## config.mk

```make
export PLATFORM = sky130hd
export DESIGN_NAME = fifo_ram_wr_arbiter
export DESIGN_NICKNAME = d
export VERILOG_FILES = /design/src/rtl/fifo_ram_wr_arbiter_pkg.sv /design/src/rtl/fifo_ram_wr_arbiter_rr_multi_grant.sv /design/src/rtl/fifo_ram_wr_arbiter.sv
export SDC_FILE = /design/constraint.sdc
export NUM_CORES = 1
export LEC_CHECK = 0
export CELL_PAD_IN_SITES_DETAIL_PLACEMENT = 1
export CELL_PAD_IN_SITES_GLOBAL_PLACEMENT = 2
export CORE_MARGIN = 5
export CORE_UTILIZATION = 33
export CTS_BUF_LIST = sky130_fd_sc_hd__clkbuf_8
export CTS_CLUSTER_SIZE = 12
export DETAILED_ROUTE_END_ITERATION = 10
export DONT_BUFFER_PORTS = 1
export PLACE_DENSITY = 0.82
export SYNTH_ARGS = -nofsm -noshare
export SYNTH_HDL_FRONTEND = slang
export SYNTH_HIERARCHICAL = 1
export SYNTH_SLANG_ARGS = --single-unit
```

## constraint.sdc

```tcl
create_clock -name clk -period 14.2 [get_ports clk]
set_input_delay 2.84 -clock clk [delete_from_list [all_inputs] [get_ports clk]]
set_output_delay 2.84 -clock clk [all_outputs]
set_load 0.02 [all_outputs]
```

## src/rtl/fifo_ram_wr_arbiter_pkg.sv

```systemverilog
// Types and width helpers shared by the write arbiter and fifo_ram.
package fifo_ram_wr_arbiter_pkg;

  localparam int DEFAULT_FIFO_DEPTH = 8;
  localparam int DEFAULT_DATA_WIDTH = 32;

  // Guards against a zero-width pointer when the RAM has a single entry.
  function automatic int calc_ptr_width(input int depth);
    return (depth > 1) ? $clog2(depth) : 1;
  endfunction

  localparam int DEFAULT_PTR_WIDTH = calc_ptr_width(DEFAULT_FIFO_DEPTH);

  typedef struct packed {
    logic [DEFAULT_PTR_WIDTH-1:0]  addr;
    logic [DEFAULT_DATA_WIDTH-1:0] data;
  } wr_req_t;

endpackage

```

## src/rtl/fifo_ram_wr_arbiter_rr_multi_grant.sv

```systemverilog
// Rotating-priority search granting up to N_PORTS requesters per cycle,
// skipping any requester whose address matches an earlier grant.
module rr_multi_grant
  import fifo_ram_wr_arbiter_pkg::*;
#(
  parameter  int N_REQ      = 4,
  parameter  int N_PORTS    = 2,
  parameter  int ADDR_WIDTH = 3,
  localparam int IDX_WIDTH  = (N_REQ > 1) ? $clog2(N_REQ) : 1
) (
  input  logic                               enable,
  input  logic [IDX_WIDTH-1:0]               start,
  input  logic [N_REQ-1:0]                   valid,
  input  logic [N_REQ-1:0][ADDR_WIDTH-1:0]   addr,
  output logic [N_REQ-1:0]                   grant,
  output logic [N_PORTS-1:0][N_REQ-1:0]      port_grant,
  output logic                               any_grant,
  output logic [IDX_WIDTH-1:0]               last_idx
);

  // Outer loop walks scan positions; the inner loop finds the requester sitting
  // at that position so every array index stays a loop constant.
  always_comb begin
    int  count;
    logic conflict;
    grant      = '0;
    port_grant = '0;
    any_grant  = 1'b0;
    last_idx   = start;
    count      = 0;
    conflict   = 1'b0;
    for (int k = 0; k < N_REQ; k++) begin
      for (int i = 0; i < N_REQ; i++) begin
        if (((i + N_REQ - int'(start)) % N_REQ) == k) begin
          conflict = 1'b0;
          for (int j = 0; j < N_REQ; j++) begin
            if (grant[j] && (addr[j] == addr[i])) conflict = 1'b1;
          end
          if (enable && valid[i] && (count < N_PORTS) && !conflict) begin
            grant[i] = 1'b1;
            for (int p = 0; p < N_PORTS; p++) begin
              if (p == count) port_grant[p][i] = 1'b1;
            end
            count     = count + 1;
            any_grant = 1'b1;
            last_idx  = IDX_WIDTH'(i);
          end
        end
      end
    end
  end

endmodule

```

## src/rtl/fifo_ram_wr_arbiter.sv

```systemverilog
// Arbitrates write-back requesters onto the fifo_ram write ports with a
// rotating priority and a one-cycle registered output stage.
module fifo_ram_wr_arbiter
  import fifo_ram_wr_arbiter_pkg::*;
#(
  parameter  int N_REQ         = 4,
  parameter  int N_WRITE_PORTS = 2,
  parameter  int DATA_WIDTH    = 32,
  parameter  int FIFO_DEPTH    = 8,
  localparam int PTR_WIDTH     = calc_ptr_width(FIFO_DEPTH),
  localparam int RR_WIDTH      = (N_REQ > 1) ? $clog2(N_REQ) : 1
) (
  input  logic                                       clk,
  input  logic                                       rst,
  input  logic                                       stall,
  input  logic                                       flush,
  input  logic [N_REQ-1:0]                           req_valid,
  input  logic [N_REQ-1:0][PTR_WIDTH-1:0]            req_addr,
  input  logic [N_REQ-1:0][DATA_WIDTH-1:0]           req_data,
  output logic [N_REQ-1:0]                           req_ready,
  output logic [N_WRITE_PORTS-1:0]                   wr_en,
  output logic [N_WRITE_PORTS-1:0][PTR_WIDTH-1:0]    wr_addr,
  output logic [N_WRITE_PORTS-1:0][DATA_WIDTH-1:0]   wr_data,
  output logic [RR_WIDTH-1:0]                        rr_ptr
);

  logic                                     grant_en;
  logic [N_WRITE_PORTS-1:0][N_REQ-1:0]      port_grant;
  logic                                     any_grant;
  logic [RR_WIDTH-1:0]                      last_idx;
  logic [RR_WIDTH-1:0]                      next_rr_ptr;
  logic [N_WRITE_PORTS-1:0]                 next_en;
  logic [N_WRITE_PORTS-1:0][PTR_WIDTH-1:0]  next_addr;
  logic [N_WRITE_PORTS-1:0][DATA_WIDTH-1:0] next_data;

  assign grant_en = !rst && !stall && !flush;

  rr_multi_grant #(
    .N_REQ      (N_REQ),
    .N_PORTS    (N_WRITE_PORTS),
    .ADDR_WIDTH (PTR_WIDTH)
  ) u_rr_multi_grant (
    .enable     (grant_en),
    .start      (rr_ptr),
    .valid      (req_valid),
    .addr       (req_addr),
    .grant      (req_ready),
    .port_grant (port_grant),
    .any_grant  (any_grant),
    .last_idx   (last_idx)
  );

  // Priority moves just past the last winner; idle ports mux to zero so the
  // write bus never carries X.
  always_comb begin
    next_rr_ptr = rr_ptr;
    if (any_grant) begin
      next_rr_ptr = (int'(last_idx) == N_REQ - 1) ? '0 : last_idx + RR_WIDTH'(1);
    end
    next_en   = '0;
    next_addr = '0;
    next_data = '0;
    for (int p = 0; p < N_WRITE_PORTS; p++) begin
      next_en[p] = |port_grant[p];
      for (int i = 0; i < N_REQ; i++) begin
        if (port_grant[p][i]) begin
          next_addr[p] = next_addr[p] | req_addr[i];
          next_data[p] = next_data[p] | req_data[i];
        end
      end
    end
  end

  always_ff @(posedge clk) begin
    if (rst) begin
      wr_en   <= '0;
      wr_addr <= '0;
      wr_data <= '0;
      rr_ptr  <= '0;
    end else begin
      wr_en   <= next_en;
      wr_addr <= next_addr;
      wr_data <= next_data;
      rr_ptr  <= next_rr_ptr;
    end
  end

endmodule

```

== Yosys cells after proc, flatten, opt, wreduce, memory -nomap -nowiden ==
Index checks and enable logic that the tools add are counted.
Operators by class
  order comparisons: 15
  eq/ne operators: 40
  add/sub/neg operators: 19
  bitwise gates (word level): 16
  shift operators: 0
  $mul: 0
  muxes and demuxes: 300
  reductions and logical operators: 121
  div/mod/pow operators: 0
Operators with widths (count)
  $mux 32: 36
  $logic_not 32->1: 19
  $eq 2x32->1 const A: 14
  $lt 32x3->1 const B: 14
  $add 32x2->32 const B: 13
  $mux 1: 223
  $or 32x32->32: 6
  $logic_and 1x1->1: 78
  $mux 2: 33
  $eq 3x3->1: 12
  $eq 3x3->1 const B: 8
  $mux 3: 8
  $logic_not 1->1: 18
  $or 3x3->3: 6
  $sub 3x2->4 const A: 4
  $eq 3x2->1 const B: 4
  $reduce_or 2->1: 4
  $reduce_or 4->1: 2
  $and 1x1->1: 4
  $add 1x1->2 const B: 1
  $add 2x1->2 const B: 1
  $eq 2x1->1 const B: 1
  $lt 1x2->1 const B: 1
  $eq 1x1->1 const A: 1
Word-level totals
  output and inout bits: 78
  bits in latches: 0
  flip-flop bits (word level): 74
  memory bits (writable): 0
  word-level logic and storage cells: 517
  ROM bits: 0
  memories: 0
  bits of input ports: 148

== Longest topological paths before layout ==
Gate-level depths: netlist of the first run.
  depth in word-level cells: 131
  gate-level depth with buffers: 60
  gate-level depth less buffers: 55

== Cells and area by module ==
The synthesis of the first run kept the hierarchy.
By module, submodules not included
  fifo_ram_wr_arbiter: times used 1, cells an instance 335, area an instance 3256.9 sq um, sequential area each 1481.4 sq um
  rr_multi_grant: times used 1, cells an instance 334, area an instance 2372.3 sq um, sequential area each 0.0 sq um

== Worst setup path before layout of the first run ==
No wires, ideal clock.
  kind: input to output
  start point: input port rst
  end point: output port req_ready[0]
  arrival: 11.649 ns
  stages on the path: 45
  path buffers: 3
  data required time: 11.360 ns
  setup slack: -0.289 ns
  cell sequence: buf_4 -> nor3_1 -> buf_2 -> nand4bb_1 -> nor3_1 -> nor2_1 -> ha_1 -> nand3b_1 -> nand2_1 -> ha_1 -> nor2_1 -> nor2_4 -> ha_1 -> nor2_1 -> nor2_4 -> ha_1 -> and3b_1 -> a21oi_4 -> [... 9 more ...] -> a211o_1 -> a31oi_2 -> ha_1 -> o31a_4 -> ha_1 -> inv_1 -> a31o_2 -> inv_1 -> ha_1 -> inv_1 -> a32oi_1 -> nor3_1 -> nor2_1 -> ha_1 -> inv_1 -> a311oi_4 -> or3b_1 -> o21ai_2
Between the ends
  word-level cells in the longest chain between the ends: 102
  elaborated cells between the ends (all ways): 203
  those cells by class: add/sub: 11; order compare: 12; mux: 104; reduce/logical: 76
RTL lines
  start: declaration: line fifo_ram_wr_arbiter.sv:14  | input logic rst,
  $logic_not 1->1 (*): line fifo_ram_wr_arbiter.sv:36  | assign grant_en = !rst && !stall && !flush;
  $logic_and 1x1->1 (*) (2 in series): line fifo_ram_wr_arbiter.sv:36
  via grant_en: line fifo_ram_wr_arbiter.sv:27  | logic grant_en;
  parallel branches: the longest is 98 deep, another holds $lt 32x3->1
  $mux 1 (*): line fifo_ram_wr_arbiter_rr_multi_grant.sv:34  | if (((i + N_REQ - int'(start)) % N_REQ) == k) begin
  end: declaration: line fifo_ram_wr_arbiter.sv:20  | output logic [N_REQ-1:0] req_ready,
Mark *: on every way through the listed nets, which the timed path passes. The select of a mux whose other input is x is not followed.

== Worst setup path in the final report of the first run ==
  start point: input port req_addr[0] (netlist bit)
  end point: output port req_ready[0]
Between the ends
  word-level cells in the longest chain between the ends: 97
  elaborated cells between the ends (all ways): 194
  those cells by class: add/sub: 10; order compare: 11; eq/ne: 6; mux: 99; reduce/logical: 68
RTL lines
  start: declaration: line fifo_ram_wr_arbiter.sv:18  | input logic [N_REQ-1:0][PTR_WIDTH-1:0] req_addr,
  parallel branches: the longest is 96 deep, another holds $lt 32x3->1
  $mux 1 (*): line fifo_ram_wr_arbiter_rr_multi_grant.sv:34
Mark *: on every way between the ends. The select of a mux whose other input is x is not followed.

==> out/metrics.cfg, run 1 <==
[sta]
drv_slew = 0
fmax_mhz = 71.7
worst_slew_pin_slew_ns = 0.866
period_needed_ns = 13.95
finalHoldViolCount = 0
finalSetupViolCount = 0
period_share_pct = 98.3
max_slew_margin_pct = 42.0
finClkSkew_ns = 0.0109

[place]
place_congestion = 0.988
dp_cells = 877
post-dp-hpwl_mm = 19.3
portBuffers = 0

[clock_tree]
cts_buffers = 9
postCtsHoldBufs = 0
root_buffer = clkbuf_8
cts_tree = yes
cts_buffer_depth = 2
cts_sinks = 74
worstSkewPairLatency_ns = 0.37
clkTransAtPathRegs_ns = 0.09
htreeDepth = 3

[synth]
synth_commonest_cells = 141 x a22oi_1, 80 x a21oi_1, 74 x dfxtp_1
synthCells = 669
yosys_warnings = 6
synth_top_area_cell = dfxtp_1
ys_ff_latch = 74
synth_top_cell_area_share_pct = 26.3
ys_seq_area_share_pct = 26.3
synth.most_common_cell = a22oi_1
syn_nets = 856
synth_area_um2 = 5630
async_flop_share_pct = 0
avgSynthCellArea_um2 = 8.41
synth-edff-count = 0
synth.distinct_cells = 74
synth_ff_type = dfxtp_1
netlist_top_cells_area = dfxtp_1 26%, a22oi_1 19%, ha_1 8.7%, a21oi_1 7.1%, buf_4 3.7%

[grt]
grt-busiest-layer = met2
grt_pass1_vias = 5982
met3_usage_pct = 7.15
grt_remaining_overflow = 0
antenna_found_initial = 0
met2_usage_pct = 40.6
grt_usage_pct = 23.5
grt_use_met1_pct = 27.4
grt_pass1_wl_mm = 36.5
grt_max_degree = 76

[setup_path]
endpoint_kind = output pin
crit_arrival_ns = 11.11
setup.worst_path.class = in -> out
r2r_slack_ns = 3.08
crit_slowest_cell = or3b_4
crit_buf_inv = 6
worstSetupStartpointType = primary input
required_ns = 11.36
cp_max_fo = 5
cpMostUsedCell = ha_1
crit_family = adder cells
crit_path_max_incr_delay_ns = 0.44

[layout]
fill_cells = 1983
multi_input_area_um2 = 3840
diodes = 0
nNetsFinal = 864
drive_above_1_share_pct = 18.5
seqCellArea_um2 = 1480
synthToLayoutAreaGrowth_pct = 12.2
layoutNonFillerInstCount = 902
post-route-util_pct = 38.0

[drt]
ant_nets = 0
viasPerCell = 6.42
via_count = 5791
drt_iter0_drc = 393
wl_per_cell_um = 27.5
drt_drc_violations_left = 0
dr.pass1.iters = 5
routed_wl_mm = 24.8

[power_and_ir_drop]
total_power_mw = 0.595
power.density_nw_per_um2 = 94.1
ir_drop_uv = 71.5
leakage_nw = 2.34

[floorplan]
row_count = 47
die_h_um = 141
start_util_pct = 33.8
die-area_um2 = 19800
core_area_um2 = 16600
io_pins = 226
die_x_um = 141

[run_status]
outcome = finished clean

[run]
maxCapViolCount = 0

[worst_hold_path]
hp-class = reg -> reg

==> power breakdown <==
part           switching (mW)  leakage (nW)  internal [mW]
clock                  0.0913         0.103         0.0845
sequential             0.0244         0.600          0.223
combinational           0.106          1.64         0.0655
==> area by class of cell <==
cell class / instances / share of cell area, %
Clock buffer: 9 / 1.96
Clock inverter: 7 / 1.33
Inverter: 39 / 2.36
Multi-Input combinational cell: 506 / 60.8
Sequential cell: 74 / 23.5
Tap cell: 220 / 4.36
Timing Repair Buffer: 47 / 5.78
==> per-stage QoR <==
stage	TNS (ns)	hold slack [ns]	setup slack, ns	instance area (um^2)
floorplan	0	0.562	0.0288	5670
global placement	0	0.710	0.386	5920
detailed placement	0	0.732	0.00909	5920
CTS	0	0.749	0.000787	6140
global route	-0.109	0.797	-0.109	6320
finish	0	0.733	0.246	6320
==> tightest hold or removal path: cells and delay by family, from the launching register on <==
kind                   cells  cell delay, ns
AO/OA/AOI/OAI              1            0.05
flip-flops                 1            0.31
AND/OR/NAND/NOR            1            0.11
buffers and inverters      1            0.22
==> flip-flops by register name, indices dropped and copies added (netlist names) <==
register	count
wr_en	2
wr_addr	6
rr_ptr	2
wr_data	64
==> kinds of logic after synthesis <==
group	count (synthesis)	synth area share, %
AO/OA/AOI/OAI	288	36.5
XOR/XNOR	26	4.51
adder cells (fa/ha/maj)	39	8.67
buffers and inverters	89	8.67
flip-flops	74	26.3
multiplexers	2	0.356
AND/OR/NAND/NOR	151	15.0
==> repair_timing <==
action | in CTS | in global routing
setup buffers | 0 | 9
pin swaps | 1 | 16
cloned | 0 | 0
setup endpoints to repair | 1 | 2
gates resized for setup | 2 | 18
==> metal layers <==
layer	share of wire (%)	up-vias	wire, um
li1	-	2553	-
met1	38	2878	9450
met2	50	313	12400
met3	8.9	47	2220
met4	3.0	0	744
met5	0	-	0
==> cells in the final DEF, fill, tap and decap left out, types with 4 or more instances in the layout <==
cell	count
nand4_1	5
nor2_4	4
and2_1	5
xor2_1	12
nand3_1	5
nor2_1	37
a21oi_1	80
ha_1	36
inv_2	10
dfxtp_1	74
nand2_1	30
or2_2	5
clkbuf_8	9
xnor2_1	9
buf_4	46
a22oi_1	141
or4_1	4
o21ai_0	10
nor2b_1	4
inv_1	28
a222oi_1	6
nor3_1	6
o31ai_1	4
nand2b_1	5
a211oi_1	7
==> final timing paths <==
path,startpoint,endpoint,cells after the start
max,req_addr[0],req_ready[0],43
min reg2reg,rr_ptr[0],rr_ptr[0],3
max reg2reg,rr_ptr[0],wr_data[12],52
min,rr_ptr[0],rr_ptr[0],3
Note: power is estimated with default switching activity, not from simulation.
==> run 2: changes to the inputs <==
Settings changed: CORE_MARGIN 5 to unset, HOLD_SLACK_MARGIN set to 0.12.
==> run 2 against run 1 <==
Compared with the run above:
- global-route usage up 2.9 points
- clock skew about the same
- register-to-register slack better by 0.14 ns
- routed wire length down 1.9%
- cell count down 0.33%
- non-clock buffer count down 3
- core utilization up 0.39 points
- flip-flop and latch count unchanged
- highest routed layer unchanged
==> out/metrics.cfg, run 2 (same netlist as run 1, synthesis figures left out) <==
[place]
portBuffers = 0  ; unchanged
place_congestion = 0.945  ; was 0.988
dp_cells = 871  ; was 877
post-dp-hpwl_mm = 18.4  ; was 19.3 mm
post-place-ws_ns = -0.0795  ; was 0.00909 ns

[sta]
setup_tns_ns = 0  ; unchanged
finalSetupViolCount = 0  ; unchanged
drv_slew = 0  ; unchanged
period_needed_ns = 13.95  ; about the same
finClkSkew_ns = 0.0112  ; was 0.0109 ns
fmax_mhz = 71.7  ; about the same
setup_slack_ns = 0.247  ; was 0.246 ns
finalHoldViolCount = 0  ; unchanged
worst_slew_pin_slew_ns = 0.892  ; was 0.866 ns
max_slew_margin_pct = 40.1  ; was 42.0%
period_share_pct = 98.3  ; about the same

[setup_path]
crit_path_max_incr_delay_ns = 0.44  ; about the same
crit_buf_inv = 7  ; was 6
worstSetupStartpointType = primary input  ; unchanged
crit_family = compound AO/OA/AOI/OAI gates  ; was adder cells
crit_slowest_cell = or3b_4  ; unchanged
cpMostUsedCell = ha_4  ; was ha_1
endpoint_kind = output pin  ; unchanged
setup.worst_path.class = in -> out  ; unchanged
crit_arrival_ns = 11.11  ; about the same
cp_max_fo = 5  ; unchanged
required_ns = 11.36  ; about the same

[grt]
grt_pass1_vias = 5997  ; was 5982
grt_remaining_overflow = 0  ; unchanged
antenna_found_initial = 0  ; unchanged
grt_pass1_wl_mm = 35.9  ; was 36.5 mm
grt_usage_pct = 26.3  ; was 23.5%
grt_max_degree = 76  ; unchanged

[power_and_ir_drop]
leakage_nw = 2.32  ; was 2.34 nW
ir_drop_uv = 54.0  ; was 71.5 uV
power.density_nw_per_um2 = 93.8  ; was 94.1 nW/um^2

[drt]
top_layer_used = met4  ; unchanged
drt_iter0_drc = 469  ; was 393
viasPerCell = 6.54  ; was 6.42
dr_wl_met3_mm = 2.17  ; was 2.22 mm
routed-wl-met2_mm = 11.8  ; was 12.4 mm
via_count = 5881  ; was 5791
ant_nets = 0  ; unchanged
dr.pass1.iters = 5  ; unchanged
drt_drc_violations_left = 0  ; unchanged
routed_wl_mm = 24.4  ; was 24.8 mm
wl_met1_mm = 9.45  ; about the same
wl_per_cell_um = 27.1  ; was 27.5 um

[layout]
final_common_cell = a22oi_1  ; unchanged
top_regs = wr_data: 64 flops, wr_addr: 6 flops  ; unchanged
diodes = 0  ; unchanged
nNetsFinal = 861  ; was 864
drive_above_1_share_pct = 19.1  ; was 18.5%
final_cell_mix = 141 x a22oi_1, 79 x a21oi_1, 74 x dfxtp_1, 43 x buf_4, 36 x nor2_1  ; was 141 x a22oi_1, 80 x a21oi_1, 74 x dfxtp_1, 46 x buf_4, 37 x nor2_1
layoutNonFillerInstCount = 899  ; was 902
synthToLayoutAreaGrowth_pct = 13.4  ; was 12.2%
largest-register = wr_data  ; unchanged
largest_reg_flops = 64  ; unchanged

[clock_tree]
postCtsHoldBufs = 0  ; unchanged
root_buffer = clkbuf_8  ; unchanged
worstSkewPairLatency_ns = 0.37  ; about the same
cts_tree = yes  ; unchanged
cts_buffers = 9  ; unchanged
cts_buffer_depth = 2  ; unchanged
clkTransAtPathRegs_ns = 0.08  ; was 0.09 ns
cts_sinks = 74  ; unchanged
htreeDepth = 3  ; unchanged

[worst_hold_path]
hp-class = reg -> reg  ; unchanged

[floorplan]
io_pins = 226  ; unchanged
die_x_um = 133  ; was 141 um
core_area_um2 = 16600  ; unchanged
row_count = 47  ; unchanged
die-area_um2 = 17600  ; was 19800 um^2
die_h_um = 133  ; was 141 um
start_util_pct = 33.8  ; unchanged

[run]
maxCapViolCount = 0  ; unchanged

[run_status]
outcome = finished clean  ; unchanged

## run 2: cell types whose count changed in the layout (fill, tap and decap cells not counted), sizes merged
| cell | previous run | this run |
|---|---|---|
| inv | 43 | 42 |
| clkbuf | 9 | 10 |
| buf | 47 | 44 |
## run 2: what timing repair did
action / in CTS / in global routing
endpoints found under the setup margin: 1 / 1
pin swaps: 3 / 14
setup buffers: 0 / 12
cloned: 0 / 0
gates resized for setup: 2 / 29
## run 2: worst reg2reg max path, delay by kind of cell (launching register included)
family                   cells  cell delay (ns)
flip-flops                   1             0.30
AND/OR/NAND/NOR             17             2.98
XOR/XNOR                     3             0.54
buffers and inverters       12             1.34
AO/OA/AOI/OAI               13             3.19
adder cells (fa/ha/maj)     10             2.57
## run 2: path summary, 6_finish.rpt
check | startpoint | end | slack [ns] | cells past startpoint
max | req_addr[0] | req_ready[0] | 0.25 | 43
min | rr_ptr[0] | rr_ptr[0] | 0.72 | 3
max reg2reg | rr_ptr[0] | wr_data[3] | 3.22 | 55
min reg2reg | rr_ptr[0] | rr_ptr[0] | 0.72 | 3
## run 2: cell type report
cell class              instances  area [um^2]
clock inverters                 6         72.6
flip-flops and latches         74         1480
well taps                     220          275
multi-input cells             506         3920
repair buffers                 44          343
fillers                      1966        10300
inverters                      39          149
clock buffers                  10          138
## run 2: report_power, final
group / switching [mW] / internal (mW)
clock: 0.0886 / 0.0881
sequential: 0.0240 / 0.223
combinational: 0.108 / 0.0675
total: 0.221 / 0.378
## run 2: per-layer routing
layer / global-route usage, % / vias up
met5: 0 / -
met4: 11.9 / 0
li1: - / 2554
met2: 44.1 / 333
met1: 31.0 / 2930
met3: 7.78 / 64
## run 2: through the flow
step	instance area, um^2	hold slack [ns]	total power [mW]	utilization (%)
final	6380	0.717	0.599	38.4
after global routing	6380	0.778	0.626	38.4
after CTS	6100	0.726	0.590	36.7
after detailed placement	5880	0.713	0.412	35.3
after global placement	5880	0.704	0.408	35.3
after floorplan	5670	0.562	0.368	-
==> run 3: changes to the inputs <==
Settings changed: ABC_AREA set to 1, CORE_UTILIZATION 33 to 30.
==> run 3 against run 2 <==
Compared with the run above:
- clock-buffer cell count stayed put
- synthesized area is 15% higher
- sequential share of layout area is 1.3 points lower
- register-to-register slack worse by 0.28 ns
- total power is 10% higher
- clock power is 4% higher
- flip-flop and latch count stayed put
- combinational power is 19% higher
- worst setup slack better by 0.40 ns
- cell area is 6.0% higher
- routed wire length is 3.2% lower
- sequential power is 8% higher
- highest routed layer unchanged
==> out/metrics.cfg, run 3 <==
[layout]
synthToLayoutAreaGrowth_pct = 4.46  ; was 13.4%
nNetsFinal = 1224  ; was 861
diodes = 0  ; unchanged
top_regs = wr_data: 64 flops, wr_addr: 6 flops  ; unchanged
drive_above_1_share_pct = 12.7  ; was 19.1%
design_area_um2 = 6760  ; was 6380 um^2
final_common_cell = nand2_1  ; was a22oi_1
largest_reg_flops = 64  ; unchanged
final_cell_mix = 478 x nand2_1, 161 x nor2_1, 74 x dfxtp_1, 59 x inv_1, 40 x ha_1  ; was 141 x a22oi_1, 79 x a21oi_1, 74 x dfxtp_1, 43 x buf_4, 36 x nor2_1
layoutNonFillerInstCount = 1316  ; was 899
largest-register = wr_data  ; unchanged

[synth]
synth_top_cell_area_share_pct = 27.7  ; was 26.3%
synth.distinct_cells = 46  ; was 74
synth_ff_type = dfxtp_1  ; unchanged
avgSynthCellArea_um2 = 6.15  ; was 8.41 um^2
yosys_warnings = 6  ; unchanged
netlist_top_cells_area = nand2_1 28%, dfxtp_1 23%, nor2_1 9.5%, ha_1 7.7%, buf_6 4.5%  ; was dfxtp_1 26%, a22oi_1 19%, ha_1 8.7%, a21oi_1 7.1%, buf_4 3.7%
async_flop_share_pct = 0  ; unchanged
synth_area_um2 = 6470  ; was 5630 um^2
syn_nets = 1240  ; was 856
synthCells = 1052  ; was 669
synth.most_common_cell = nand2_1  ; was a22oi_1
synth_top_area_cell = nand2_1  ; was dfxtp_1
synth_commonest_cells = 478 x nand2_1, 163 x nor2_1, 74 x dfxtp_1  ; was 141 x a22oi_1, 80 x a21oi_1, 74 x dfxtp_1
ys_ff_latch = 74  ; unchanged
synth-edff-count = 0  ; unchanged
ys_seq_area_share_pct = 22.9  ; was 26.3%

[clock_tree]
worstSkewPairLatency_ns = 0.38  ; was 0.37 ns
cts_tree = yes  ; unchanged
cts_buffers = 9  ; unchanged
post_cts_buffers = 0  ; unchanged
cts_sinks = 74  ; unchanged
root_buffer = clkbuf_8  ; unchanged
clkTransAtPathRegs_ns = 0.09  ; was 0.08 ns
postCtsHoldBufs = 0  ; unchanged
htreeDepth = 3  ; unchanged
cts_buffer_depth = 2  ; unchanged

[floorplan]
core_area_um2 = 21100  ; was 16600 um^2
io_pins = 226  ; unchanged
die-area_um2 = 22200  ; was 17600 um^2
die_x_um = 149  ; was 133 um
start_util_pct = 30.7  ; was 33.8%
row_count = 53  ; was 47
die_h_um = 149  ; was 133 um

[sta]
finClkSkew_ns = 0.0151  ; was 0.0112 ns
period_share_pct = 95.4  ; was 98.3%
max_slew_margin_pct = 42.4  ; was 40.1%
finalSetupViolCount = 0  ; unchanged
drv_slew = 0  ; unchanged
setup_tns_ns = 0  ; unchanged
fmax_mhz = 73.8  ; was 71.7 MHz
finalHoldViolCount = 0  ; unchanged
rsz0062_at_grt = false
worst_slew_pin_slew_ns = 0.861  ; was 0.892 ns
period_needed_ns = 13.55  ; was 13.95 ns

[power_and_ir_drop]
total_power_mw = 0.660  ; was 0.599 mW
leakage_nw = 3.53  ; was 2.32 nW
ir_drop_uv = 40.0  ; was 54.0 uV
power.density_nw_per_um2 = 97.6  ; was 93.8 nW/um^2

[setup_path]
crit_buf_inv = 17  ; was 7
crit_slowest_cell = ha_1  ; was or3b_4
crit_path_max_incr_delay_ns = 0.33  ; was 0.44 ns
cpMostUsedCell = inv_1  ; was ha_4
crit_arrival_ns = 10.71  ; was 11.11 ns
cp_max_fo = 75  ; was 5
endpoint_kind = output pin  ; unchanged
worstSetupStartpointType = primary input  ; unchanged
crit_family = adder cells  ; was compound AO/OA/AOI/OAI gates
setup.worst_path.class = in -> out  ; unchanged
required_ns = 11.36  ; about the same

[run]
maxCapViolCount = 0  ; unchanged

[place]
portBuffers = 0  ; unchanged
placed_area_um2 = 6530  ; was 5880 um^2
dp_cells = 1300  ; was 871
post-dp-hpwl_mm = 17.8  ; was 18.4 mm
place_congestion = 0.885  ; was 0.945

[drt]
ant_nets = 0  ; unchanged
wl_per_cell_um = 17.9  ; was 27.1 um
drt_iter0_drc = 188  ; was 469
drt_drc_violations_left = 0  ; unchanged
via_count = 6350  ; was 5881
viasPerCell = 4.83  ; was 6.54
dr.pass1.iters = 4  ; was 5
routed_wl_mm = 23.6  ; was 24.4 mm

[run_status]
outcome = finished clean  ; unchanged

[worst_hold_path]
hp-class = reg -> reg  ; unchanged

[grt]
grt_pass1_wl_mm = 35.3  ; was 35.9 mm
grt_remaining_overflow = 0  ; unchanged
antenna_found_initial = 0  ; unchanged
grt_pass1_vias = 6226  ; was 5997
grt_max_degree = 76  ; unchanged
grt_usage_pct = 20.9  ; was 26.3%

run 3: what timing repair did:
| item | CTS | global route |
|---|---|---|
| resized for setup | 0 | 5 |
| endpoints found under the setup margin | 0 | 36 |
| endpoints found under the hold margin | 0 | 0 |
run 3: area by class of cell:
type / count / area (um^2)
inverter: 78 / 293
clock buffer: 10 / 138
fill: 2831 / 14300
sequential: 74 / 1480
clock inverter: 6 / 73.8
timing repair buffer: 13 / 97.6
tap: 275 / 344
multi-input combinational: 860 / 4340
run 3: per-layer routing:
| metal | up-vias | share of wire [%] | track usage, % |
|---|---|---|---|
| met2 | 183 | 48 | 36.3 |
| met5 | - | 0 | 0 |
| li1 | 3177 | - | - |
| met1 | 2967 | 44 | 25.5 |
| met3 | 23 | 6.4 | 5.14 |
| met4 | 0 | 1.6 | 5.87 |
run 3: logic make-up (layout without fill, tap and decap cells):
family,count (synthesis),in the layout,share of synthesized area (%)
compound gates,44,44,4.87
xor+xnor,26,26,4.10
fa+ha+maj,40,40,7.73
buf+inv,118,107,10.5
flops,74,74,22.9
simple gates,750,750,49.9
run 3: worst register-to-register path, delay by kind of cell, from the launching register on:
kind / cells / cell delay (ns)
adders and majority gates: 12 / 3.50
AOI/OAI and AO/OA: 3 / 0.59
and+or+nand+nor: 33 / 4.16
xor gates and xnor gates: 1 / 0.30
buffers and inverters: 23 / 2.14
DFF: 1 / 0.48
run 3: per-stage QoR:
stage	setup WS (ns)	utilization (%)	hold slack, ns
floorplan	1.04	-	0.593
global placement	0.613	31.0	0.630
detailed placement	0.172	31.0	0.638
CTS	0.159	32.0	0.651
global route	0.0478	32.1	0.682
finish	0.647	32.1	0.647
run 3: worst paths after layout:
| kind | from | endpoint | slack (ns) | cells past startpoint |
|---|---|---|---|---|
| max | rst | req_ready[0] | 0.65 | 54 |
| min | rr_ptr[0] | rr_ptr[0] | 0.65 | 2 |
| max reg2reg | rr_ptr[1] | wr_data[23] | 2.94 | 72 |
| min reg2reg | rr_ptr[0] | rr_ptr[0] | 0.65 | 2 |
run 3: power by group:
part | switching, mW | internal (mW)
Sequential | 0.0381 | 0.228
Combinational | 0.141 | 0.0691
Clock | 0.0956 | 0.0882
Total | 0.275 | 0.385
